==> config.mk <==
export PLATFORM = sky130hd
export DESIGN_NAME = mux2_1_arbiter
export DESIGN_NICKNAME = d
export VERILOG_FILES = /design/src/rtl/mux2_1_arbiter.sv
export SDC_FILE = /design/constraint.sdc
export NUM_CORES = 1
export LEC_CHECK = 0
export ABC_AREA = 1
export CORE_ASPECT_RATIO = 1.2
export CORE_MARGIN = 2
export CORE_UTILIZATION = 50
export CTS_BUF_LIST = sky130_fd_sc_hd__clkbuf_4 sky130_fd_sc_hd__clkbuf_8
export DETAILED_ROUTE_END_ITERATION = 6
export PLACE_DENSITY_LB_ADDON = 0.25
export SYNTH_ARGS = -nofsm -noshare
export SYNTH_HDL_FRONTEND = slang
export SYNTH_HIERARCHICAL = 1
export SYNTH_SLANG_ARGS = --single-unit
==> constraint.sdc <==
create_clock -name clk -period 1.7 [get_ports clk]
set_input_delay 0.17 -clock clk [delete_from_list [all_inputs] [get_ports clk]]
set_output_delay 0.17 -clock clk [all_outputs]
set_load 0.005 [all_outputs]
==> src/rtl/mux2_1_arbiter.sv <==
// Round-robin arbiter sharing one mux2_1 between two valid/ready requesters, bursts capped at BURST_MAX.
// Grant one cycle after request, registered output one cycle after accept; a stalled output holds both readies low.

module mux2_1 #(
   parameter int WIDTH = 4
) (
   input  logic [WIDTH-1:0] i_in0,
   input  logic [WIDTH-1:0] i_in1,
   input  logic             i_sel,
   output logic [WIDTH-1:0] o_out
);
   assign o_out = i_sel ? i_in1 : i_in0;
endmodule

module mux2_1_arbiter #(
   parameter int WIDTH     = 4,
   parameter int BURST_MAX = 4
) (
   input  logic             clk,
   input  logic             rst,
   input  logic             req0_valid,
   input  logic [WIDTH-1:0] req0_data,
   output logic             req0_ready,
   input  logic             req1_valid,
   input  logic [WIDTH-1:0] req1_data,
   output logic             req1_ready,
   output logic             out_valid,
   output logic [WIDTH-1:0] out_data,
   input  logic             out_ready,
   output logic             sel
);
   localparam int             CW       = $clog2(BURST_MAX) + 1;
   localparam logic [CW-1:0]  CNT_LAST = CW'(BURST_MAX - 1);

   typedef enum logic [1:0] {
      IDLE   = 2'd0,
      GRANT0 = 2'd1,
      GRANT1 = 2'd2
   } state_t;

   state_t           r_state;
   state_t           w_state_nxt;
   state_t           w_other_state;
   logic [CW-1:0]    r_beat_cnt;
   logic [CW-1:0]    w_beat_cnt_nxt;
   logic             r_last_grant;
   logic             w_last_grant_nxt;
   logic             r_sel;
   logic             r_out_valid;
   logic [WIDTH-1:0] r_out_data;
   logic [WIDTH-1:0] w_mux_out;
   logic             w_out_free;
   logic             w_acc0;
   logic             w_acc1;
   logic             w_own_valid;
   logic             w_own_acc;
   logic             w_other_valid;
   logic             w_done;

   assign w_out_free = !r_out_valid || out_ready;
   assign req0_ready = (r_state == GRANT0) && w_out_free;
   assign req1_ready = (r_state == GRANT1) && w_out_free;
   assign w_acc0     = req0_valid && req0_ready;
   assign w_acc1     = req1_valid && req1_ready;

   assign out_valid  = r_out_valid;
   assign out_data   = r_out_data;
   assign sel        = r_sel;

   mux2_1 #(.WIDTH(WIDTH)) u_mux (
      .i_in0 (req0_data),
      .i_in1 (req1_data),
      .i_sel (r_sel),
      .o_out (w_mux_out)
   );

   always_comb begin
      w_own_valid   = req0_valid;
      w_own_acc     = w_acc0;
      w_other_valid = req1_valid;
      w_other_state = GRANT1;
      if (r_state == GRANT1) begin
         w_own_valid   = req1_valid;
         w_own_acc     = w_acc1;
         w_other_valid = req0_valid;
         w_other_state = GRANT0;
      end
   end

   // A burst ends on a valid drop or on its final counted beat.
   assign w_done = !w_own_valid || (w_own_acc && (r_beat_cnt == CNT_LAST));

   always_comb begin
      w_state_nxt      = r_state;
      w_beat_cnt_nxt   = r_beat_cnt;
      w_last_grant_nxt = r_last_grant;
      case (r_state)
         GRANT0, GRANT1: begin
            if (w_own_acc) begin
               w_beat_cnt_nxt = r_beat_cnt + CW'(1);
            end
            if (w_done) begin
               if (w_other_valid) begin
                  w_state_nxt      = w_other_state;
                  w_last_grant_nxt = (w_other_state == GRANT1);
                  w_beat_cnt_nxt   = '0;
               end else if (w_own_valid) begin
                  w_beat_cnt_nxt   = '0;
               end else begin
                  w_state_nxt      = IDLE;
               end
            end
         end
         default: begin
            if (req0_valid && (!req1_valid || r_last_grant)) begin
               w_state_nxt      = GRANT0;
               w_last_grant_nxt = 1'b0;
               w_beat_cnt_nxt   = '0;
            end else if (req1_valid) begin
               w_state_nxt      = GRANT1;
               w_last_grant_nxt = 1'b1;
               w_beat_cnt_nxt   = '0;
            end
         end
      endcase
   end

   always_ff @(posedge clk or posedge rst) begin
      if (rst) begin
         r_state      <= IDLE;
         r_beat_cnt   <= '0;
         r_last_grant <= 1'b1;
         r_sel        <= 1'b0;
         r_out_valid  <= 1'b0;
         r_out_data   <= '0;
      end else begin
         r_state      <= w_state_nxt;
         r_beat_cnt   <= w_beat_cnt_nxt;
         r_last_grant <= w_last_grant_nxt;
         r_sel        <= (w_state_nxt == GRANT1);
         if (w_acc0 || w_acc1) begin
            r_out_valid <= 1'b1;
            r_out_data  <= w_mux_out;
         end else if (out_ready) begin
            r_out_valid <= 1'b0;
         end
      end
   end
endmodule

==> results by group, run 1 <==
Run status
  – Status: finished, final reports clean

Place
  – Placed Area: 1074 µm²
  – GPL Wtd Cong: 0.8549
  – Dpl hpwl: roughly 1500 µm
  – IO buf count: 20

Pwr
  – Leak: 0.5838 nW
  – Sequential cell fraction of total power: 0.271
  – Sw power: ~860 µW
  – Internal cell power: 1.102 mW
  – Peak supply drop: between 1 and 1.5 mV
  – Pwr per Cell Area: approximately 1700 nW/µm²
  – Clk pwr share: 0.112
  – Gate power share: 0.617
  – Net Sw Frac: 0.4384

STA
  – Clock skew: 0.004839 ns
  – Relative slew slack: 0.6992
  – Setup TNS: 0 ns
  – Period utilization: 0.9147
  – Final min period: 1.555 ns
  – Worst-Margin Slew: ~0.45 ns
  – Fin. max-slew vios: 0
  – Setup Viol. Count Final: 0
  – Max Freq: between 0.6 and 0.7 GHz
  – RSZ-0062 raised after global routing: no
  – Fin. Hold Viols: 0

Run
  – Max_cap viols: 0

Critical path
  – Worst EP arrival: about 1.8 ns
  – CP Capture Type: flip-flop
  – Worst Path Required: 1.90 ns
  – CP Cell Sequence: inv_2 > ha_2 > buf_6 > nor2_4 > nand3_2 > nand2_4 > nand2_4 > nand2_4 > nand2_1 > nand3_1 > nand2_2 > nor2_2
  – Critical Path Most Common Cell: nand2_4
  – Largest stage delay, worst path: roughly 0.38 ns
  – Reg2reg start: r_state[0]$_DFF_PP0_
  – Crit path from: r_state[0]$_DFF_PP0_
  – Type of origin of the critical path: flip-flop
  – Crit Path Max Fanout: 7
  – CP delay by family, top: simple AND/OR/NAND/NOR gates
  – Crit path buf inv count: 2
  – Worst setup path class: reg -> reg
  – CP max-delay cell: dfrtp_1

Cells and area
  – Post-layout net count: 159
  – Fill cells: 146
  – Register Area: 301.5 µm²
  – Layout cell share with drive strength beyond 1: 0.1915
  – N_diodes: 0
  – Final Cell Area: 1125 µm²
  – Area growth, synth to finish: 37.04%
  – Footprint of the multi-input gates: roughly 470 µm²

Detailed routing
  – WL met2: about 990 µm
  – WL final: around 1900 µm
  – Antenna viol nets, final: 0
  – Met3 WL: 49 µm
  – Drt drc: 0
  – Vias after detailed routing: 786
  – Iter 0 DRT Violations: 12
  – Via density per instance: 4.943
  – Top routing layer used: met4
  – Drt wl/cell: 11.65 µm
  – Wl on met1: 799 µm
  – DR pass1 iterations: 4

Floorplan
  – Num ports: 21
  – Core Area: 1582 µm²
  – Row cnt: 16
  – Initial core utilization: 0.5190
  – Die Wd: 40.99 µm
  – Die span in y: 48.39 µm
  – Die ar.: a little under 2000 µm²

CTS
  – CTS Hold Bufs: 0
  – CTS HTree Levels: 1
  – Total CTS buffers: 3
  – CTS sink cnt: 12
  – Clock Latency Late Sink: 0.26 ns
  – CTS tree: yes
  – Max clock buf depth: 2
  – Setup Buffers After CTS: 0
  – CTS root buf: clkbuf_4
  – Clock transition at the registers of the reported paths: 0.08 ns

Synth
  – Share of the yosys chip area belonging to registers: 0.3674
  – Ys Warns: 6
  – Syn Inst Count: 113
  – Synthesized area: slightly above 800 µm²
  – Syn avg cell area: 7.264 µm²
  – Synth cell types: 19
  – Post-synth net total: 130
  – #FFs+latches synth: 12

Hold path
  – Type of the most critical hold path: in -> async

GRT
  – Largest net degree at the start of global routing: 13
  – Vias in the first global route: 762
  – Initial antenna violation count: 0
  – Total GRT Usage: 0.2202
  – First-pass GRT wire length: ~3100 µm
  – Grt ovf: 0
metal layers:
metal | vias up | global-route usage
li1 | 410 | -
met1 | 357 | 0.2727
met2 | 17 | 0.3646
met3 | 2 | 0.04128
met4 | 0 | 0.06667
met5 | - | 0
placed cells by master (no fill, tap or decap), types with 2 or more instances in the layout:
cell	instances
nand2_4	3
dfrtp_1	11
nand2_1	41
o21ai_2	2
nor2_1	3
inv_1	14
buf_4	3
ha_1	3
nand3_2	3
clkdlybuf4s50_1	18
nand2_2	3
nand3b_1	2
dlygate4sd2_1	2
o21ai_1	2
clkbuf_4	3
o21ai_0	7
inv_2	3
nand3_1	7
cell type report:
| cell class | count | area share |
|---|---|---|
| clock buffer | 4 | 0.03226 |
| inverter | 17 | 0.05673 |
| multi-input combinational | 84 | 0.4171 |
| sequential | 12 | 0.2681 |
| tap | 18 | 0.02002 |
| timing repair buffer | 24 | 0.2058 |
registers in the layout, summed over array words and instances, names as in the netlist:
| name | count |
|---|---|
| r_state | 2 |
| out_valid | 1 |
| r_beat_cnt | 3 |
| sel | 1 |
| r_last_grant | 1 |
| out_data | 4 |
cell families after synthesis:
kind of cell	synth area share
buffers and inverters	0.07774
flip-flops	0.3674
adder cells (fa/ha/maj)	0.06098
AND/OR/NAND/NOR	0.3826
AO/OA/AOI/OAI	0.1006
XOR/XNOR	0.01067
through the flow:
stage / util / std cells / hold WS (ns) / total power, mW / worst slack (ns)
2_1_floorplan: - / 113 / 0.03398 / 1.279 / 0.2254
3_3_place_gp: 0.6788 / 155 / 0.4536 / 1.665 / 0.09119
3_5_place_dp: 0.6788 / 155 / 0.4599 / 1.696 / 0.05251
4_1_cts: 0.7025 / 159 / 0.2153 / 1.919 / 0.08689
5_1_grt: 0.7112 / 159 / 0.2500 / 2.154 / 0.01776
6_report: 0.7112 / 159 / 0.2063 / 1.961 / 0.1450
final timing paths:
kind | depth (start not counted) | endpoint | slack [ns]
min | 2 | r_beat_cnt[0]$_DFFE_PP0P_ | 0.21
min reg2reg | 2 | out_data[3]$_DFFE_PP0P_ | 0.47
max | 12 | sel$_DFF_PP0_ | 0.14
max in group asynchronous | 2 | r_last_grant$_DFFE_PP1P_ | 1.16
min in group clk | 2 | out_data[3]$_DFFE_PP0P_ | 0.47
max reg2reg | 12 | sel$_DFF_PP0_ | 0.14
what timing repair did:
action	CTS	global route
cloned	0	0
pin swaps	0	1
setup endpoints to repair	2	6
gates resized for setup	4	7
power groups by stage:
stage,sequential [mW],clock [mW],combinational [mW]
finish,0.532,0.219,1.21
global placement,0.527,0,1.14
floorplan,0.516,0,0.763
detailed placement,0.529,0,1.17
CTS,0.529,0.226,1.16
global route,0.552,0.241,1.36
synthesized netlist by cell type:
| cell type | n | area (µm²) |
|---|---|---|
| dfrtp_1 | 11 | 275.3 |
| xor2_1 | 1 | 8.760 |
| nor2_2 | 2 | 12.51 |
| nand2_4 | 3 | 33.78 |
| o21ai_2 | 2 | 17.52 |
| nand2_1 | 42 | 157.7 |
| dfstp_2 | 1 | 26.28 |
| inv_1 | 15 | 56.30 |
| nand3_2 | 3 | 30.03 |
| ha_1 | 4 | 50.05 |
| inv_2 | 2 | 7.510 |
| nand3b_1 | 2 | 15.01 |
| nand3_1 | 7 | 35.03 |
| a21oi_1 | 1 | 5.000 |
| a21boi_0 | 2 | 15.01 |
| nor2_1 | 3 | 11.26 |
| o21ai_0 | 9 | 45.04 |
| nand2_2 | 2 | 12.51 |
| and2_1 | 1 | 6.260 |
No activity file was read; power rests on OpenSTA's default activity.
==> run 2: changes to the inputs <==
Settings changed: ABC_AREA 1 to unset, GPL_TIMING_DRIVEN set to 0.
==> run 2 against run 1 <==
Against the previous run:
- the flow now finishes with violations (negative setup slack)
- non-clock buffer count increased by 9
- die area rose by 1.4%
- utilization increased by 6.4 points
- worst setup slack worse by 0.25 ns
- flip-flop and latch count unchanged
- synthesized cell count shrank 20%
- final cell count shrank 12%
- largest cell class unchanged
==> results by group, run 2 <==
Critical path
  – Worst setup path class: reg -> reg (unchanged)
  – Crit Path Max Fanout: 5 (was 7)
  – CP Capture Type: flip-flop (unchanged)
  – R2r setup slk: -0.11 ns (was 0.14 ns)
  – Worst Path Required: 1.87 ns (was 1.90 ns)
  – Type of origin of the critical path: flip-flop (unchanged)
  – Reg2reg start: r_state[0]$_DFF_PP0_ (unchanged)
  – Worst EP arrival: 1.98 ns (was 1.75 ns)
  – Reg-to-reg endpoint: sel$_DFF_PP0_ (unchanged)
  – R2R cell count: 7 (was 12)

Floorplan
  – Initial core utilization: 0.5203 (was 0.5190)
  – Core Area: 1602 µm² (was 1582 µm²)
  – Die ar.: 2010 µm² (was 1983 µm²)
  – Die Wd: 41.27 µm (was 40.99 µm)
  – Row cnt: 16 (unchanged)
  – Die span in y: 48.72 µm (was 48.39 µm)
  – Num ports: 21 (unchanged)

Synth
  – Multiplexer area fraction after synthesis: 0.1441 (was 0)
  – Top cell type's share of synthesized area: 0.3303 (was 0.3354)
  – Synth Area in XOR/XNOR: 0 (was 0.01067)
  – Dominant cells by area after synthesis: dfrtp_1 33%, mux2_2 11%, ha_1 6.0%, o21ai_0 4.8%, mux2i_1 3.6% (was dfrtp_1 34%, nand2_1 19%, inv_1 6.9%, ha_1 6.1%, o21ai_0 5.5%)
  – Largest family of logic cells by synthesized area: compound AO/OA/AOI/OAI gates (was simple AND/OR/NAND/NOR gates)
  – Synth async-reset ratio: 1.000 (unchanged)
  – Synthesized area: 833.3 µm² (was 820.8 µm²)
  – Adder-cell area share of the yosys netlist: 0.06006 (was 0.06098)
  – Syn Inst Count: 90 (was 113)
  – Synth cell types: 29 (was 19)
  – Post-synth net total: 107 (was 130)
  – #FFs+latches synth: 12 (unchanged)
  – Synth area leader: dfrtp_1 (unchanged)
  – Count leader, synth: dfrtp_1 (was nand2_1)
  – Post-synth EDFFs: 0 (unchanged)
  – Syn avg cell area: 9.259 µm² (was 7.264 µm²)
  – Top cells by count, synth: 11 x dfrtp_1, 8 x inv_1, 8 x mux2_2, 8 x o21ai_0, 5 x nand2_1 (was 42 x nand2_1, 15 x inv_1, 11 x dfrtp_1, 9 x o21ai_0, 7 x nand3_1)
  – Dominant synthesized flop cell: dfrtp_1 (unchanged)
  – Share of the yosys chip area belonging to registers: 0.3619 (was 0.3674)
  – Ys Warns: 6 (unchanged)
  – Post-Synth Simple-Gate Area: 0.1712 (was 0.3826)
  – Synth Area in Compound Gates: 0.1952 (was 0.1006)

GRT
  – Grt ovf: 0 (unchanged)
  – Met2 Use GR: 0.4115 (was 0.3646)
  – Vias in the first global route: 764 (was 762)
  – M3 GR Usage: 0.03670 (was 0.04128)
  – Largest net degree at the start of global routing: 13 (unchanged)
  – M1 GR Usage: 0.2896 (was 0.2727)
  – First-pass GRT wire length: 3381 µm (was 3091 µm)
  – GRT busiest layer: met2 (unchanged)
  – Initial antenna violation count: 0 (unchanged)
  – Total GRT Usage: 0.2606 (was 0.2202)

Cells and area
  – N_diodes: 0 (unchanged)
  – Final Non-Filler Cells: 140 (was 159)
  – Layout cell share with drive strength beyond 1: 0.3197 (was 0.1915)
  – Post-layout net count: 140 (was 159)
  – Commonest cells after routing, fill and taps aside: 17 x clkdlybuf4s50_1, 10 x dfrtp_1, 9 x buf_4, 8 x mux2_2, 6 x o21ai_0 (was 41 x nand2_1, 18 x clkdlybuf4s50_1, 14 x inv_1, 11 x dfrtp_1)
  – Largest register FFs: 4 (unchanged)
  – Area growth, synth to finish: 48.95% (was 37.04%)
  – Final Core Density: 0.7750 (was 0.7112)
  – Final Cell Area: 1241 µm² (was 1125 µm²)
  – Commonest non-fill, non-tap cell in the layout: clkdlybuf4s50_1 (was nand2_1)

CTS
  – Total CTS buffers: 3 (unchanged)
  – CTS Hold Bufs: 0 (unchanged)
  – CTS HTree Levels: 1 (unchanged)
  – Clock Latency Late Sink: 0.28 ns (was 0.26 ns)
  – CTS sink cnt: 12 (unchanged)
  – Max clock buf depth: 2 (unchanged)
  – CTS tree: yes (unchanged)
  – Clock transition at the registers of the reported paths: 0.08 ns (about the same)
  – CTS root buf: clkbuf_4 (unchanged)

STA
  – RSZ-0062 raised after global routing: yes (was no)
  – Fin. max-slew vios: 0 (unchanged)
  – Fin worst setup slack: -0.1095 ns (was 0.1450 ns)
  – Clock skew: 0.001753 ns (was 0.004839 ns)
  – Final min period: 1.810 ns (was 1.555 ns)
  – Relative slew slack: 0.6884 (was 0.6992)
  – Setup TNS: -0.1095 ns (was 0 ns)
  – Worst-Margin Slew: 0.4668 ns (was 0.4507 ns)
  – Fin Hold WS: 0.1956 ns (was 0.2063 ns)
  – Period utilization: 1.064 (was 0.9147)
  – Max Freq: 0.5526 GHz (was 0.6431 GHz)
  – Setup Viol. Count Final: 1 (was 0)
  – Fin. Hold Viols: 0 (unchanged)

Pwr
  – Peak supply drop: 1.053 mV (was 1.097 mV)
  – Pwr per Cell Area: 1679 nW/µm² (was 1744 nW/µm²)
  – Clk pwr share: 0.112 (about the same)
  – Power, Total: 2.084 mW (was 1.961 mW)
  – Gate power share: 0.643 (was 0.617)
  – Sequential cell fraction of total power: 0.245 (was 0.271)
  – Net Sw Frac: 0.3697 (was 0.4384)
  – Sw power: 770.7 µW (was 859.8 µW)
  – Internal cell power: 1.314 mW (was 1.102 mW)
  – Leak: 0.5052 nW (was 0.5838 nW)

Detailed routing
  – Iter 0 DRT Violations: 18 (was 12)
  – WL final: 2314 µm (was 1852 µm)
  – Antenna viol nets, final: 0 (unchanged)
  – Via density per instance: 5.836 (was 4.943)
  – Vias after detailed routing: 817 (was 786)
  – DR pass1 iterations: 4 (unchanged)
  – Drt drc: 0 (unchanged)
  – Drt wl/cell: 16.53 µm (was 11.65 µm)

Place
  – Place WS: -0.2177 ns (was 0.05251 ns)
  – GPL Wtd Cong: 0.8279 (was 0.8549)
  – IO buf count: 19 (was 20)
  – Placed cells: 127 (was 155)
  – Dpl hpwl: 1457 µm (was 1505 µm)
  – Placed Area: 1046 µm² (was 1074 µm²)

Run
  – Max_cap viols: 0 (unchanged)

Hold path
  – Type of the most critical hold path: in -> async (unchanged)

Run status
  – Status: finished with violations (was finished, final reports clean)
  – Failing checks: negative setup slack
[run 2: timing repair]
action / in CTS / in global routing
setup buffers: 8 / 3
resized for setup: 18 / 12
endpoints found under the setup margin: 12 / 10
hold endpoints to repair: 0 / 0
pin swaps: 7 / 6
[run 2: metal layers]
| layer | routed length [µm] | part of all wire | up-vias |
|---|---|---|---|
| met5 | 0 | 0 | - |
| met4 | 93 | 0.040 | 0 |
| met3 | 122 | 0.053 | 7 |
| met2 | 1201 | 0.52 | 32 |
| met1 | 897 | 0.39 | 388 |
| li1 | - | - | 390 |
[run 2: power by group through the flow]
stage / combinational, mW / clock [mW] / sequential (mW)
finish: 1.34 / 0.234 / 0.510
global route: 1.46 / 0.254 / 0.526
CTS: 1.20 / 0.234 / 0.507
detailed placement: 1.01 / 0 / 0.510
global placement: 0.967 / 0 / 0.501
floorplan: 0.657 / 0 / 0.497
[run 2: worst max-delay path by stage]
stage | startpoint | endpoint
6_report | r_state[0]$_DFF_PP0_ | sel$_DFF_PP0_
5_1_grt | r_state[0]$_DFF_PP0_ | sel$_DFF_PP0_
4_1_cts | r_state[0]$_DFF_PP0_ | sel$_DFF_PP0_
3_5_place_dp | r_state[0]$_DFF_PP0_ | req1_ready
3_3_place_gp | r_state[0]$_DFF_PP0_ | req1_ready
2_1_floorplan | r_state[0]$_DFF_PP0_ | sel$_DFF_PP0_
[run 2: logic make-up after synthesis]
| logic type | Yosys count |
|---|---|
| AO/OA/AOI/OAI | 24 |
| adder cells (fa/ha/maj) | 4 |
| buffers and inverters | 13 |
| flip-flops | 12 |
| multiplexers | 11 |
| AND/OR/NAND/NOR | 26 |
[run 2: cell type report]
class                   instances  area [µm²]
flip-flops and latches         12       302.8
plain buffers                   4       33.78
inverters                       8       30.03
multi-input cells              65       545.5
well taps                      18       22.52
fillers                       107       360.3
clock buffers                   4       36.28
repair buffers                 29       270.3
[run 2: worst max-delay path, cell delays in order (launching register included)]
cell,delay [ns]
dfrtp_1,0.41
inv_2,0.08
ha_4,0.15
buf_6,0.10
mux2i_4,0.22
a311oi_2,0.06
a311o_1,0.36
a222oi_1,0.32
